--- config.mk ---
export PLATFORM = sky130hd
export DESIGN_NAME = booth_mul_seq_ctrl
export DESIGN_NICKNAME = d
export VERILOG_FILES = /design/src/rtl/booth_mul_seq_ctrl_pkg.sv /design/src/rtl/booth_mul_seq_ctrl_booth.sv /design/src/rtl/booth_mul_seq_ctrl.sv
export SDC_FILE = /design/constraint.sdc
export NUM_CORES = 1
export LEC_CHECK = 0
export ABC_CLOCK_PERIOD_IN_PS = 6400
export CORE_MARGIN = 10
export CORE_UTILIZATION = 53
export CTS_CLUSTER_SIZE = 28
export DETAILED_ROUTE_END_ITERATION = 7
export GPL_TIMING_DRIVEN = 0
export PLACE_DENSITY = 0.78
export SYNTH_ARGS = -nofsm -noshare
export SYNTH_HDL_FRONTEND = slang
export SYNTH_HIERARCHICAL = 1
export SYNTH_SLANG_ARGS = --single-unit
export TNS_END_PERCENT = 1
--- constraint.sdc ---
create_clock -name clk_i -period 6.4 [get_ports clk_i]
set_input_delay 1.92 -clock clk_i [delete_from_list [all_inputs] [get_ports clk_i]]
set_output_delay 1.92 -clock clk_i [all_outputs]
set_load 0.01 [all_outputs]
--- src/rtl/booth_mul_seq_ctrl_pkg.sv ---
// Shared types and sizes for the sequential radix-4 Booth multiplier.
package booth_mul_seq_ctrl_pkg;

  localparam int OP_W     = 16;
  localparam int PP_W     = 17;
  localparam int RES_W    = 32;
  localparam int N_DIGITS = 8;

  typedef enum logic [1:0] {
    ST_IDLE = 2'd0,
    ST_BUSY = 2'd1,
    ST_DONE = 2'd2
  } state_e;

  // Booth triplet {x[2k+1], x[2k], x[2k-1]} with x[-1] = 0.
  function automatic logic [2:0] booth_triplet(input logic [OP_W-1:0] x, input logic [2:0] k);
    logic [OP_W:0] xe;
    int            idx;
    xe  = {x, 1'b0};
    idx = 2 * int'(k);
    return xe[idx +: 3];
  endfunction

endpackage

--- src/rtl/booth_mul_seq_ctrl_booth.sv ---
// Booth digit encoder and partial-product decoder used by the multiplier controller.
module booth_digit_encoder (
  input  logic [2:0] triplet_i,
  output logic       single_o,
  output logic       double_o,
  output logic       negative_o
);
  // triplet_i = {x1, x0, x_1}
  assign single_o   = triplet_i[1] ^ triplet_i[0];
  assign double_o   = (triplet_i[2] & ~triplet_i[1] & ~triplet_i[0]) |
                      (~triplet_i[2] & triplet_i[1] & triplet_i[0]);
  assign negative_o = triplet_i[2];
endmodule

// The partial product is returned in one's-complement form when negative; the
// caller adds negative_i as the +1. This keeps -2 * (-32768) = +65536 exact,
// which a 17-bit two's-complement PP could not represent.
module booth_decoder
  import booth_mul_seq_ctrl_pkg::*;
(
  input  logic [OP_W-1:0] y_i,
  input  logic            single_i,
  input  logic            double_i,
  input  logic            negative_i,
  output logic [PP_W-1:0] pp_o
);
  logic [PP_W-1:0] mag;

  // Select 0, Y or 2Y, then conditionally invert.
  always_comb begin
    mag = '0;
    if (single_i)      mag = {y_i[OP_W-1], y_i};
    else if (double_i) mag = {y_i, 1'b0};
    pp_o = mag ^ {PP_W{negative_i}};
  end
endmodule

--- src/rtl/booth_mul_seq_ctrl.sv ---
// Sequential radix-4 Booth multiplier controller: one Booth digit per BUSY cycle.
//
// state   | meaning
// --------+--------------------------------------------------------------
// ST_IDLE | waiting for an operand pair
// ST_BUSY | accumulating partial product for digit k_q
// ST_DONE | res_o valid, held until the consumer takes it
module booth_mul_seq_ctrl
  import booth_mul_seq_ctrl_pkg::*;
#(
  parameter int TRUNC_DIGITS = 0
) (
  input  logic              clk_i,
  input  logic              rst_i,
  input  logic              in_valid_i,
  output logic              in_ready_o,
  input  logic [OP_W-1:0]   mcand_i,
  input  logic [OP_W-1:0]   mplier_i,
  output logic              res_valid_o,
  input  logic              res_ready_i,
  output logic [RES_W-1:0]  res_o,
  output logic              busy_o
);

  if (TRUNC_DIGITS < 0 || TRUNC_DIGITS > N_DIGITS - 1) begin : g_bad_trunc
    $error("booth_mul_seq_ctrl: TRUNC_DIGITS must be in 0..7");
  end

  localparam logic [2:0] K_START = 3'(TRUNC_DIGITS);
  localparam logic [2:0] K_LAST  = 3'(N_DIGITS - 1);

  state_e            state_q, state_d;
  logic [2:0]        k_q, k_d;
  logic [OP_W-1:0]   mcand_q, mcand_d;
  logic [OP_W-1:0]   mplier_q, mplier_d;
  logic [RES_W-1:0]  acc_q, acc_d;
  logic [RES_W-1:0]  res_q, res_d;

  logic [2:0]        triplet;
  logic              sel_single, sel_double, sel_neg;
  logic [PP_W-1:0]   pp;
  logic [RES_W-1:0]  pp_term;
  logic [RES_W-1:0]  acc_sum;
  logic              accept;

  assign triplet = booth_triplet(mplier_q, k_q);

  booth_digit_encoder u_enc (
    .triplet_i  (triplet),
    .single_o   (sel_single),
    .double_o   (sel_double),
    .negative_o (sel_neg)
  );

  booth_decoder u_dec (
    .y_i        (mcand_q),
    .single_i   (sel_single),
    .double_i   (sel_double),
    .negative_i (sel_neg),
    .pp_o       (pp)
  );

  // Sign-extended PP plus the deferred +1, weighted by 4^k.
  always_comb begin
    pp_term = ({{(RES_W-PP_W){pp[PP_W-1]}}, pp} + {{(RES_W-1){1'b0}}, sel_neg}) << {k_q, 1'b0};
    acc_sum = acc_q + pp_term;
  end

  assign in_ready_o  = ((state_q == ST_IDLE) | ((state_q == ST_DONE) & res_ready_i)) & ~rst_i;
  assign accept      = in_valid_i & in_ready_o;
  assign res_valid_o = (state_q == ST_DONE);
  assign busy_o      = (state_q == ST_BUSY);
  assign res_o       = res_q;

  // Next-state, operand capture and accumulation.
  always_comb begin
    state_d  = state_q;
    k_d      = k_q;
    mcand_d  = mcand_q;
    mplier_d = mplier_q;
    acc_d    = acc_q;
    res_d    = res_q;
    case (state_q)
      ST_IDLE: begin
        if (accept) begin
          mcand_d  = mcand_i;
          mplier_d = mplier_i;
          acc_d    = '0;
          k_d      = K_START;
          state_d  = ST_BUSY;
        end
      end
      ST_BUSY: begin
        acc_d = acc_sum;
        if (k_q == K_LAST) begin
          res_d   = acc_sum;
          state_d = ST_DONE;
        end else begin
          k_d = k_q + 3'd1;
        end
      end
      ST_DONE: begin
        if (res_ready_i) begin
          if (accept) begin
            mcand_d  = mcand_i;
            mplier_d = mplier_i;
            acc_d    = '0;
            k_d      = K_START;
            state_d  = ST_BUSY;
          end else begin
            state_d = ST_IDLE;
          end
        end
      end
      default: state_d = ST_IDLE;
    endcase
  end

  // State and datapath registers with synchronous reset.
  always_ff @(posedge clk_i) begin
    if (rst_i) begin
      state_q  <= ST_IDLE;
      k_q      <= K_START;
      mcand_q  <= '0;
      mplier_q <= '0;
      acc_q    <= '0;
      res_q    <= '0;
    end else begin
      state_q  <= state_d;
      k_q      <= k_d;
      mcand_q  <= mcand_d;
      mplier_q <= mplier_d;
      acc_q    <= acc_d;
      res_q    <= res_d;
    end
  end

endmodule
==> impl_metrics.ini, run 1 <==
[clocking]
clk_pin_slew_ns = 0.07
cts_buffers = 9
numClockSinks = 101
clock_latency_ns = 0.37
cts_root_buffer = clkbuf_16
h-tree-depth = 3
hold_buffers = 0
clockBufferDepth = 2
cts_tree = done

[synthesis]
syn_inst = 981
synth_warnings = 6
synth_flop_cell = dfxtp_1
synth_cell_type_count = 88
syn_avg_cell_area_um2 = 7.71
synth_largest_area_cell = dfxtp_1
syn-cell-area_um2 = 7560
syn-num-nets = 1053
seq_area_frac_synth = 0.267
async_reset_ff_frac = 0
yosysTopAreaCellShare = 0.267
yosys-top-cells-area = dfxtp_1 27%, nand2_1 6.7%, a21oi_1 6.0%
ys_seq_elements = 101
synth_edf_count = 0

[sta]
slew_headroom = 0.490
tightest_slew_ns = 0.759
rsz0062_at_grt = true
hold_viol = 0
setup_viol_count_final = 0
setup_tns_ns = 0
drv_slew = 0
skew_ns = 0.00732
max_clock_freq_mhz = 159
fin_crit_sh = 0.984
min_period_ns = 6.29

[power]
p_per_area_nw_per_um2 = 208
leakagePower_nw = 3.55
ir_drop_v = 0.000144

[detailed_routing]
vias = 7823
ant_nets = 0
drt_first_pass_iters = 8
post_drt_wl_per_cell_um = 18.1
wl_met1_mm = 9.77
finalWirelength_mm = 23.0
via_per_inst = 6.16
wl_met3_mm = 1.62
route.top_layer_used = met4
drt-initial-drc-count = 865
drcViolationCount = 0
wl_met2_mm = 10.9

[layout]
syn_to_final_growth_pct = 23.3
final_layout_size_suffix_gt1_frac = 0.140
num_antenna_cells = 0
n_fill_cell = 1160
design_area_um2 = 9320
layout.nets = 1156

[floorplan]
rows = 43
die_area_um2 = 19400
coreArea_um2 = 13900
die-width_um = 139
die_h_um = 139
initial_utilization = 0.543
boundaryPins = 71

[min_path]
hold_path.class = reg2reg

[place]
gp_congestion = 0.943
place_hpwl_mm = 16.3
io_buffer_count = 69
place_area_um2 = 8480

[job]
cap_violations = 0

[critical_path]
crit_path_start_kind = register
crit_required_ns = 6.66
critPathMaxFanout = 9
cp-end-kind = register
worstPathArrival_ns = 6.55
criticalPathCategory = reg2reg

[run_status]
status = finished clean

[grt]
grt_first_pass_wirelength_mm = 35.8
grt_usage = 0.216
grt_max_degree = 17
overflow = 0
antenna_found_initial = 0
grt_pass1_vias = 7244
[synth_stat cells (4+ instances only)]
master,number
nand3_1,15
o22ai_1,5
dfxtp_1,101
buf_1,8
nor2_1,71
mux2_2,6
a22o_1,4
nor3b_1,7
o21a_1,10
nand4_1,9
and4b_1,15
nand2_1,134
a21oi_1,91
a211oi_1,8
o21ai_0,74
nor2b_1,12
ha_1,35
xnor2_1,24
a31oi_1,12
buf_2,11
mux2i_1,16
nor4_1,4
clkbuf_1,49
o211ai_1,4
mux4_2,4
and3_1,19
inv_1,15
or3_1,6
nand3b_1,18
a211oi_2,15
nor3_1,18
nand2b_1,38
xor2_1,20
a22oi_1,16
and2_1,5
[layer usage]
| metal | up-vias | track usage |
|---|---|---|
| met4 | 0 | 0.0945 |
| li1 | 3745 | - |
| met3 | 50 | 0.0422 |
| met5 | - | 0 |
| met2 | 356 | 0.357 |
| met1 | 3672 | 0.266 |
[kinds of logic after synthesis]
kind of cell,Yosys count,share of synthesized area
adders and majority gates,36,0.0606
muxes,27,0.0455
xor gates and xnor gates,44,0.0510
buffers and inverters,89,0.0495
and+or+nand+nor,400,0.279
DFF,101,0.267
AOI/OAI and AO/OA,284,0.247
[worst max-delay path, stage by stage, from the launching register on]
cell,delay (ns)
dfxtp_4,0.37
buf_8,0.12
mux4_2,0.51
mux2_4,0.33
nand2b_4,0.17
o22ai_4,0.24
buf_8,0.16
nand3b_1,0.09
a211oi_2,0.27
ha_2,0.24
and4_4,0.24
and2_4,0.18
nand4_1,0.17
xnor2_2,0.20
inv_1,0.08
mux4_2,0.52
mux2i_4,0.20
ha_1,0.28
buf_6,0.15
a2111oi_4,0.31
o21a_1,0.23
o31ai_4,0.10
and2_4,0.18
nand2_2,0.06
nand2_1,0.06
or4b_4,0.51
a32o_1,0.21
[state kept, by name, summed over array words and instances, names as in the netlist]
name and flops:
mcand_q 16, res_o 32, k_q 3, acc_q 32, state_q 2, mplier_q 16
[power breakdown]
part	leakage, nW	total, mW	switching [mW]	internal, mW
clock	0.142	0.530	0.257	0.274
combinational	2.59	0.717	0.415	0.302
sequential	0.823	0.692	0.0284	0.663
[placed cells by master (no fill, tap or decap), types with 18 or more instances in the layout]
master | Yosys | final
nand2b_1 | 38 | 37
buf_4 | 3 | 28
nand3b_1 | 18 | 18
ha_1 | 35 | 33
xor2_1 | 20 | 18
and3_1 | 19 | 18
nand2_1 | 134 | 133
clkbuf_1 | 49 | 37
o21ai_0 | 74 | 72
dfxtp_1 | 101 | 99
a21oi_1 | 91 | 88
nor3_1 | 18 | 18
clkdlybuf4s50_1 | 0 | 69
xnor2_1 | 24 | 23
nor2_1 | 71 | 69
[final cells by class]
cell class / instances / area, µm² / area share
Clock buffer: 10 / 239 / 0.0256
Inverter: 16 / 63.8 / 0.00684
Tap cell: 180 / 225 / 0.0242
Multi-Input combinational cell: 792 / 5450 / 0.584
Clock inverter: 6 / 37.5 / 0.00403
Sequential cell: 101 / 2030 / 0.217
Buffer: 70 / 392 / 0.0420
Timing Repair Buffer: 94 / 893 / 0.0958
[path summary, 6_finish.rpt]
path | startpoint | to | slack, ns | depth (start not counted)
worst min register to register | res_o[11]$_SDFFE_PP0P_ | res_o[11]$_SDFFE_PP0P_ | 0.45 | 2
worst max-delay path | k_q[0]$_SDFFE_PP0P_ | acc_q[31]$_SDFFE_PP0P_ | 0.11 | 26
worst min-delay path | res_o[11]$_SDFFE_PP0P_ | res_o[11]$_SDFFE_PP0P_ | 0.45 | 2
worst max register to register | k_q[0]$_SDFFE_PP0P_ | acc_q[31]$_SDFFE_PP0P_ | 0.11 | 26
[timing repair]
action,CTS,global route
gates resized for setup,40,63
buffers inserted,9,13
hold endpoints to repair,0,0
gates cloned,0,4
setup endpoints to repair,40,29
pin swaps,10,20
[metrics by stage]
stage	cells	util	power (mW)	setup slack (ns)	hold WS (ns)
detailed placement	1230	0.608	1.31	-1.20	0.448
global route	1269	0.669	2.03	-0.158	0.477
CTS	1254	0.644	1.86	0.00718	0.457
floorplan	981	-	1.16	0.0434	0.430
global placement	1230	0.608	1.30	-1.15	0.443
finish	1269	0.669	1.94	0.106	0.455
(Power assumes the default switching activity.)
==> run 2, diff against run 1 <==
--- a/config.mk
+++ b/config.mk
@@ -5,7 +5,6 @@
 export SDC_FILE = /design/constraint.sdc
 export NUM_CORES = 1
 export LEC_CHECK = 0
-export ABC_CLOCK_PERIOD_IN_PS = 6400
 export CORE_MARGIN = 10
 export CORE_UTILIZATION = 53
 export CTS_CLUSTER_SIZE = 28
==> results of run 2 <==
The final DEF is identical to that of run 1; final timing and power are the same.
==> run 3, diff against run 2 <==
--- a/config.mk
+++ b/config.mk
@@ -7,6 +7,7 @@
 export LEC_CHECK = 0
 export CORE_MARGIN = 10
 export CORE_UTILIZATION = 53
+export CTS_CLUSTER_DIAMETER = 80
 export CTS_CLUSTER_SIZE = 28
 export DETAILED_ROUTE_END_ITERATION = 7
 export GPL_TIMING_DRIVEN = 0
==> results of run 3 <==
The final DEF is identical to that of run 1; final timing and power are the same.
